**src/rtl/receiver.sv**
```systemverilog
// receiver: serial byte receiver, one clock per bit, LSB first.
// Define RX_STOP_BIT_EN to require a high stop bit after the data bits.
module receiver #(
  parameter int DATA_BITS = 8
) (
  input  logic                 clk,
  input  logic                 rst,
  input  logic                 x,
  input  logic                 en,
  output logic                 rdy,
  output logic [DATA_BITS-1:0] data
);

  localparam int CW = (DATA_BITS > 1) ? $clog2(DATA_BITS) : 1;
  localparam logic [CW-1:0] LAST = CW'(DATA_BITS - 1);

`ifdef RX_STOP_BIT_EN
  typedef enum logic [1:0] {
    IDLE = 2'd0,
    DATA = 2'd1,
    STOP = 2'd2
  } state_t;
`else
  typedef enum logic [1:0] {
    IDLE = 2'd0,
    DATA = 2'd1
  } state_t;
`endif

  // Power-up values match the reset values so outputs are never X.
  state_t               state_q = IDLE;
  logic [CW-1:0]        cnt_q   = '0;
  logic [DATA_BITS-1:0] shreg_q = '0;
  logic [DATA_BITS-1:0] data_q  = '0;
  logic                 rdy_q   = 1'b0;

  state_t               state_d;
  logic [CW-1:0]        cnt_d;
  logic [DATA_BITS-1:0] shreg_d;
  logic [DATA_BITS-1:0] data_d;
  logic                 rdy_d;

  always_comb begin
    state_d = state_q;
    cnt_d   = cnt_q;
    shreg_d = shreg_q;
    data_d  = data_q;
    rdy_d   = rdy_q;
    if (!en) begin
      state_d = IDLE;
      cnt_d   = '0;
      shreg_d = '0;
      rdy_d   = 1'b0;
    end else begin
      case (state_q)
        IDLE: begin
          if (!x) begin
            state_d = DATA;
            cnt_d   = '0;
            shreg_d = '0;
            rdy_d   = 1'b0;
          end
        end
        DATA: begin
          shreg_d[cnt_q] = x;
          cnt_d          = cnt_q + CW'(1);
          if (cnt_q == LAST) begin
            cnt_d = '0;
`ifdef RX_STOP_BIT_EN
            state_d = STOP;
`else
            state_d = IDLE;
            data_d  = shreg_d;
            rdy_d   = 1'b1;
`endif
          end
        end
`ifdef RX_STOP_BIT_EN
        // A low stop bit drops the byte and is not a new start bit.
        STOP: begin
          state_d = IDLE;
          if (x) begin
            data_d = shreg_q;
            rdy_d  = 1'b1;
          end
        end
`endif
        default: begin
          state_d = IDLE;
          cnt_d   = '0;
        end
      endcase
    end
  end

  always_ff @(posedge clk or posedge rst) begin
    if (rst) begin
      state_q <= IDLE;
      cnt_q   <= '0;
      shreg_q <= '0;
      data_q  <= '0;
      rdy_q   <= 1'b0;
    end else begin
      state_q <= state_d;
      cnt_q   <= cnt_d;
      shreg_q <= shreg_d;
      data_q  <= data_d;
      rdy_q   <= rdy_d;
    end
  end

  assign rdy  = rdy_q;
  assign data = data_q;

endmodule

```
**config.mk**
```make
export PLATFORM = sky130hd
export DESIGN_NAME = receiver
export DESIGN_NICKNAME = d
export VERILOG_FILES = /design/src/rtl/receiver.sv
export SDC_FILE = /design/constraint.sdc
export NUM_CORES = 1
export LEC_CHECK = 0
export CELL_PAD_IN_SITES_DETAIL_PLACEMENT = 0
export CELL_PAD_IN_SITES_GLOBAL_PLACEMENT = 1
export CORE_MARGIN = 5
export CORE_UTILIZATION = 37
export CTS_BUF_LIST = sky130_fd_sc_hd__clkbuf_16
export CTS_CLUSTER_DIAMETER = 50
export DETAILED_ROUTE_END_ITERATION = 16
export GPL_TIMING_DRIVEN = 0
export PLACE_DENSITY_LB_ADDON = 0.08
export SKIP_CTS_REPAIR_TIMING = 1
export SYNTH_ARGS = -nofsm -noshare
export SYNTH_HDL_FRONTEND = slang
export SYNTH_SLANG_ARGS = --single-unit
```
**constraint.sdc**
```tcl
create_clock -name clk -period 1.8 [get_ports clk]
set_input_delay 0.36 -clock clk [delete_from_list [all_inputs] [get_ports clk]]
set_output_delay 0.36 -clock clk [all_outputs]
set_load 0.05 [all_outputs]
```
==> impl_metrics.yaml, run 1 <==
final_layout:
  layout_common_cells: "dfrtp_1, nand2_1, a21oi_1"
  final_common_cell: "dfrtp_1"
  synthToLayoutAreaGrowth_pct: 20.7
  num_antenna_cells: 0
  seq_area_um2: 526
  multi_input_area_um2: 497
  final_cell_count_no_fill: 157
  n_fill_cell: 315
  drive_above_1_share: 0.151
  nets: 133
die:
  start_util: 0.394
  die_y_um: 64.6
  dieArea_um2: 4180
  rows: 19
  core_um2: 2810
  fp.dieW_um: 64.6
  boundaryPins: 13
routing:
  drt_iter0_drc: 32
  via_per_inst: 5.50
  drt-pass1-iter-count: 4
  routed_wl_um: 2330
  antenna_left: 0
  routedWlPerCell_um: 14.9
  vias: 864
  drcViolationCount: 0
yosys:
  synth_top_cell_by_area: "dfrtp_1"
  synth_area_um2: 1100
  synth_top_family_by_area: "simple AND/OR/NAND/NOR gates"
  syn_avg_cell_area_um2: 9.86
  synth-seq-cells: 21
  synthAdderAreaFrac: 0.0227
  synth_nets: 118
  synthDistinctLibCells: 29
  synth_compound_area_frac: 0.164
  synth.yosys.warnings: 0
  synthTopCellsByArea: "dfrtp_1, mux2i_1, nand2_1, a21oi_1, nor3b_2"
  synth.area.mux_share: 0.0634
  yosysSeqAreaShare: 0.476
  synthXorXnorAreaFrac: 0
  synthSimpleGateAreaFrac: 0.199
  synth.top_cell.area_share: 0.476
  synthCells: 112
global_routing:
  grt_max_degree: 22
  grt_pass1_vias: 830
  grt_pass1_wl_um: 4150
  antenna_found_initial: 0
  gr-total-overflow: 0
  grtUsageTotal: 0.127
timing:
  clock.fmax_mhz: 568
  min_period_over_period: 0.977
  skew_ns: 0.00660
  hold_viol: 0
  tns_ns: 0
  slew_headroom: 0.452
  finalSetupViolCount: 0
  min_period_ns: 1.76
  drv_slew: 0
  holdWs_ns: 0.405
  worst_pin_slew_ns: 0.821
  rsz0062_at_grt: "no"
  finalWorstSetupSlack_ns: 0.0406
placed_design:
  place_congestion: 0.765
  io_buffers: 10
  placed_cells: 153
  dp_slack_ns: 0.205
  hpwl_um: 1640
worst_setup_path:
  path_max_fanout: 2
  crit_arrival_ns: 1.40
  critical_path_class: "flop to output pin"
  crit_family: "buffers and inverters"
  cp.buffers_inverters: 1
  max_stage_delay_ns: 0.80
  cp-end-kind: "output pin"
  slowest_stage: "clkdlybuf4s50_1"
  cp.required_ns: 1.44
  crit_path_cell_trace: "clkdlybuf4s50_1"
  cp-start-kind: "flop"
cts:
  clk_path_buf_depth: 2
  cts_tree: "done"
  clock-sinks: 21
  cts_inserted_buffers: 3
  htree_levels: 1
  clk_pin_slew_ns: 0.06
  clk_latency_ns: 0.26
  clock-root-buffer: "clkbuf_16"
hold_path:
  hp-class: "input pin to flop"
power_and_ir_drop:
  power.leakage_nw: 0.666
  p_per_area_nw_per_um2: 782
  peakVddDrop_mv: 0.312
  finalPower_mw: 1.04
outcome:
  status: "finished clean"
job:
  max_cap_viol_count: 0
path summary, 6_finish.rpt:
kind	start	endpoint	slack, ns	cells past startpoint
setup / recovery	data[5]	data[5]	0.04	1
max in group asynchronous	rst	data[3]	0.71	2
hold reg to reg	data[3]	data[3]	0.47	2
setup reg to reg	cnt_q[0]	data[5]	0.22	6
hold / removal	en	state_q[0]	0.40	3
min in group asynchronous	rst	cnt_q[0]	0.58	2
power by group:
| part | switching [mW] | leakage, nW | internal, mW |
|---|---|---|---|
| Clock | 0.183 | 0.0371 | 0.301 |
| Combinational | 0.0522 | 0.339 | 0.0254 |
| Sequential | 0.00392 | 0.291 | 0.477 |
| Total | 0.240 | 0.666 | 0.804 |
synth_stat cells (all sizes together):
cell type and instances:
o31ai 1, nand2 17, nor3b 4, nand3 7, a41oi 1, a21oi 9
o32ai 2, ha 2, o22ai 4, mux2i 7, nor2 2, o21ai 9
a31oi 2, nor3 1, and2 1, inv 5, o31a 1, a21boi 1
or2 1, and3 1, buf 9, nand3b 3, and3b 1, dfrtp 21
registers in the layout, summed over array words and instances (netlist names):
name     count
data         8
shreg_q      8
cnt_q        3
rdy          1
state_q      1
cell families after synthesis:
kind of cell | Yosys count
AO/OA/AOI/OAI | 30
adder cells (fa/ha/maj) | 2
buffers and inverters | 14
flip-flops | 21
multiplexers | 7
AND/OR/NAND/NOR | 38
stage by stage:
step / area, um2 / utilization
after floorplan: 1100 / -
after global placement: 1240 / 0.443
after detailed placement: 1240 / 0.443
after CTS: 1330 / 0.473
after global routing: 1330 / 0.475
final: 1330 / 0.475
layout make-up:
type | count | share of cell area
Inverter | 5 | 0.0141
Clock buffer | 3 | 0.0563
Timing Repair Buffer | 10 | 0.0807
Sequential cell | 21 | 0.394
Clock inverter | 1 | 0.00563
Buffer | 9 | 0.0478
Tap cell | 31 | 0.0291
Multi-Input combinational cell | 77 | 0.372
tightest hold or removal path, stage by stage:
cell and delay (ns):
buf_2 0.15, nand2_1 0.07, a21oi_1 0.04
layer usage:
metal  vias up  wire, um  global-route usage
met5         -         0                   0
met4         0        21              0.0475
met3         4        81              0.0225
met2        18      1050               0.192
met1       414      1180               0.182
li1        428         -                   -
Power figures use the tool's default switching activity.
==> run 2, diff against run 1 <==
--- a/config.mk
+++ b/config.mk
@@ -10,7 +10,7 @@
 export CORE_MARGIN = 5
 export CORE_UTILIZATION = 37
 export CTS_BUF_LIST = sky130_fd_sc_hd__clkbuf_16
-export CTS_CLUSTER_DIAMETER = 50
+export CTS_CLUSTER_DIAMETER = 200
 export DETAILED_ROUTE_END_ITERATION = 16
 export GPL_TIMING_DRIVEN = 0
 export PLACE_DENSITY_LB_ADDON = 0.08
==> results of run 2 <==
Final layout, timing and power as in run 1 (identical DEF).
==> run 3, diff against run 2 <==
--- a/config.mk
+++ b/config.mk
@@ -8,7 +8,7 @@
 export CELL_PAD_IN_SITES_DETAIL_PLACEMENT = 0
 export CELL_PAD_IN_SITES_GLOBAL_PLACEMENT = 1
 export CORE_MARGIN = 5
-export CORE_UTILIZATION = 37
+export CORE_UTILIZATION = 42
 export CTS_BUF_LIST = sky130_fd_sc_hd__clkbuf_16
 export CTS_CLUSTER_DIAMETER = 200
 export DETAILED_ROUTE_END_ITERATION = 16
==> run 3 against run 2 <==
Critical path depth stayed put; clock power fell by 3%; cell count down 0.64%; first-iteration DRC count fell by 9.4%; sequential cell count did not move; register-to-register slack worse by 0.03 ns; clock skew is 0.00086 ns lower; cell area decreased by 0.28%; worst hold slack improved by 0.0086 ns; total power decreased by 1.3%; maximum frequency grew 0.29%; critical endpoint is now data[7]; largest cell class unchanged; largest power group is now registers.
==> impl_metrics.yaml, run 3 (synthesis results as in run 1) <==
worst_setup_path:
  slowest_stage: "clkdlybuf4s50_1"
  regToRegStartpoint: "cnt_q[0]"
  r2r-end: "data[0]"
  crit_path_cell_trace: "clkdlybuf4s50_1"
  crit_arrival_ns: 1.39
  crit_family: "buffers and inverters"
  ff2ff_setup_slack_ns: 0.19
  cp-start-kind: "flop"
  ff2ff_path_depth: 6
  path_max_fanout: 2
  cp.required_ns: 1.44
  max_stage_delay_ns: 0.80
  critical_path_class: "flop to output pin"
  cp-end-kind: "output pin"
  cp.buffers_inverters: 1
timing:
  slew_headroom: 0.442
  finalWorstSetupSlack_ns: 0.0456
  rsz0062_at_grt: "no"
  finalSetupViolCount: 0
  drv_slew: 0
  min_period_ns: 1.75
  clock.fmax_mhz: 570
  skew_ns: 0.00574
  worst_pin_slew_ns: 0.837
  min_period_over_period: 0.975
  tns_ns: 0
  hold_viol: 0
final_layout:
  nets: 133
  layout_common_cells: "dfrtp_1, nand2_1, a21oi_1"
  n_fill_cell: 236
  drive_above_1_share: 0.151
  seq_area_um2: 526
  multi_input_area_um2: 497
  synthToLayoutAreaGrowth_pct: 20.4
  final_cell_count_no_fill: 156
  final_common_cell: "dfrtp_1"
  num_antenna_cells: 0
hold_path:
  min_from: "en"
  hp-class: "input pin to flop"
  min_path_cells: 3
  min_to: "state_q[0]"
global_routing:
  grt_pass1_vias: 868
  antenna_found_initial: 0
  gr-total-overflow: 0
  grt_pass1_wl_um: 4090
  grtUsageTotal: 0.151
  grt_max_degree: 22
routing:
  routed_wl_um: 2300
  vias: 862
  drt-pass1-iter-count: 4
  antenna_left: 0
  via_per_inst: 5.53
  drcViolationCount: 0
  routedWlPerCell_um: 14.7
  drt_iter0_drc: 29
power_and_ir_drop:
  finalPower_mw: 1.03
  power.leakage_nw: 0.670
  p_per_area_nw_per_um2: 774
  peakVddDrop_mv: 0.475
die:
  rows: 18
  start_util: 0.442
  die_y_um: 61.3
  boundaryPins: 13
  fp.dieW_um: 61.3
  dieArea_um2: 3760
  core_um2: 2500
cts:
  clock-root-buffer: "clkbuf_16"
  cts_inserted_buffers: 3
  clk_pin_slew_ns: 0.06
  clk_path_buf_depth: 2
  clock-sinks: 21
  cts_tree: "done"
  htree_levels: 1
  clk_latency_ns: 0.26
placed_design:
  dp_slack_ns: 0.202
  place_congestion: 0.777
  io_buffers: 10
  hpwl_um: 1590
  placed_cells: 152
job:
  max_cap_viol_count: 0
outcome:
  status: "finished clean"
## run 3: cell types whose count changed in the layout (fill, tap and decap cells not counted)
cell,delta
clkinv_2,+1
clkinvlp_4,-1
## run 3: worst reg2reg max path: stages, from the launching register on
cell	delay, ns
dfrtp_1	0.42
ha_1	0.18
ha_1	0.22
nand3_1	0.24
buf_2	0.26
nand2_1	0.08
o21ai_0	0.07
## run 3: per-stage QoR
step / hold WS (ns) / util / cell area (um2)
floorplan: 0.337 / - / 1100
global placement: 0.462 / 0.497 / 1240
detailed placement: 0.470 / 0.497 / 1240
CTS: 0.411 / 0.529 / 1320
global route: 0.436 / 0.532 / 1330
finish: 0.414 / 0.532 / 1330
## run 3: layer usage
metal | track usage | vias up | wire [um]
met3 | 0.0252 | 5 | 89
met1 | 0.211 | 418 | 1140
met2 | 0.222 | 14 | 1020
met4 | 0.0836 | 0 | 55
met5 | 0 | - | 0
li1 | - | 425 | -
## run 3: worst max path at each step
stage                        start      end  slack (ns)  cells after the start
after floorplan           cnt_q[0]  data[2]        0.42                      6
after global placement    cnt_q[0]  data[4]        0.20                      6
after detailed placement  cnt_q[0]  data[3]        0.20                      6
after CTS                      rdy      rdy       0.005                      1
after global routing       data[1]  data[1]      0.0007                      1
final                      data[7]  data[7]        0.05                      1
## run 3: cell type report
type / count / share of cell area
Clock buffer: 3 / 0.0564
Clock inverter: 1 / 0.00376
Timing Repair Buffer: 10 / 0.0809
Sequential cell: 21 / 0.395
Multi-Input combinational cell: 77 / 0.373
Tap cell: 30 / 0.0282
Buffer: 9 / 0.0480
Inverter: 5 / 0.0141
## run 3: power by group
group          internal, mW  switching, mW  leakage, nW
Sequential            0.478        0.00411        0.291
Clock                 0.298          0.172       0.0409
Combinational        0.0254         0.0517        0.339
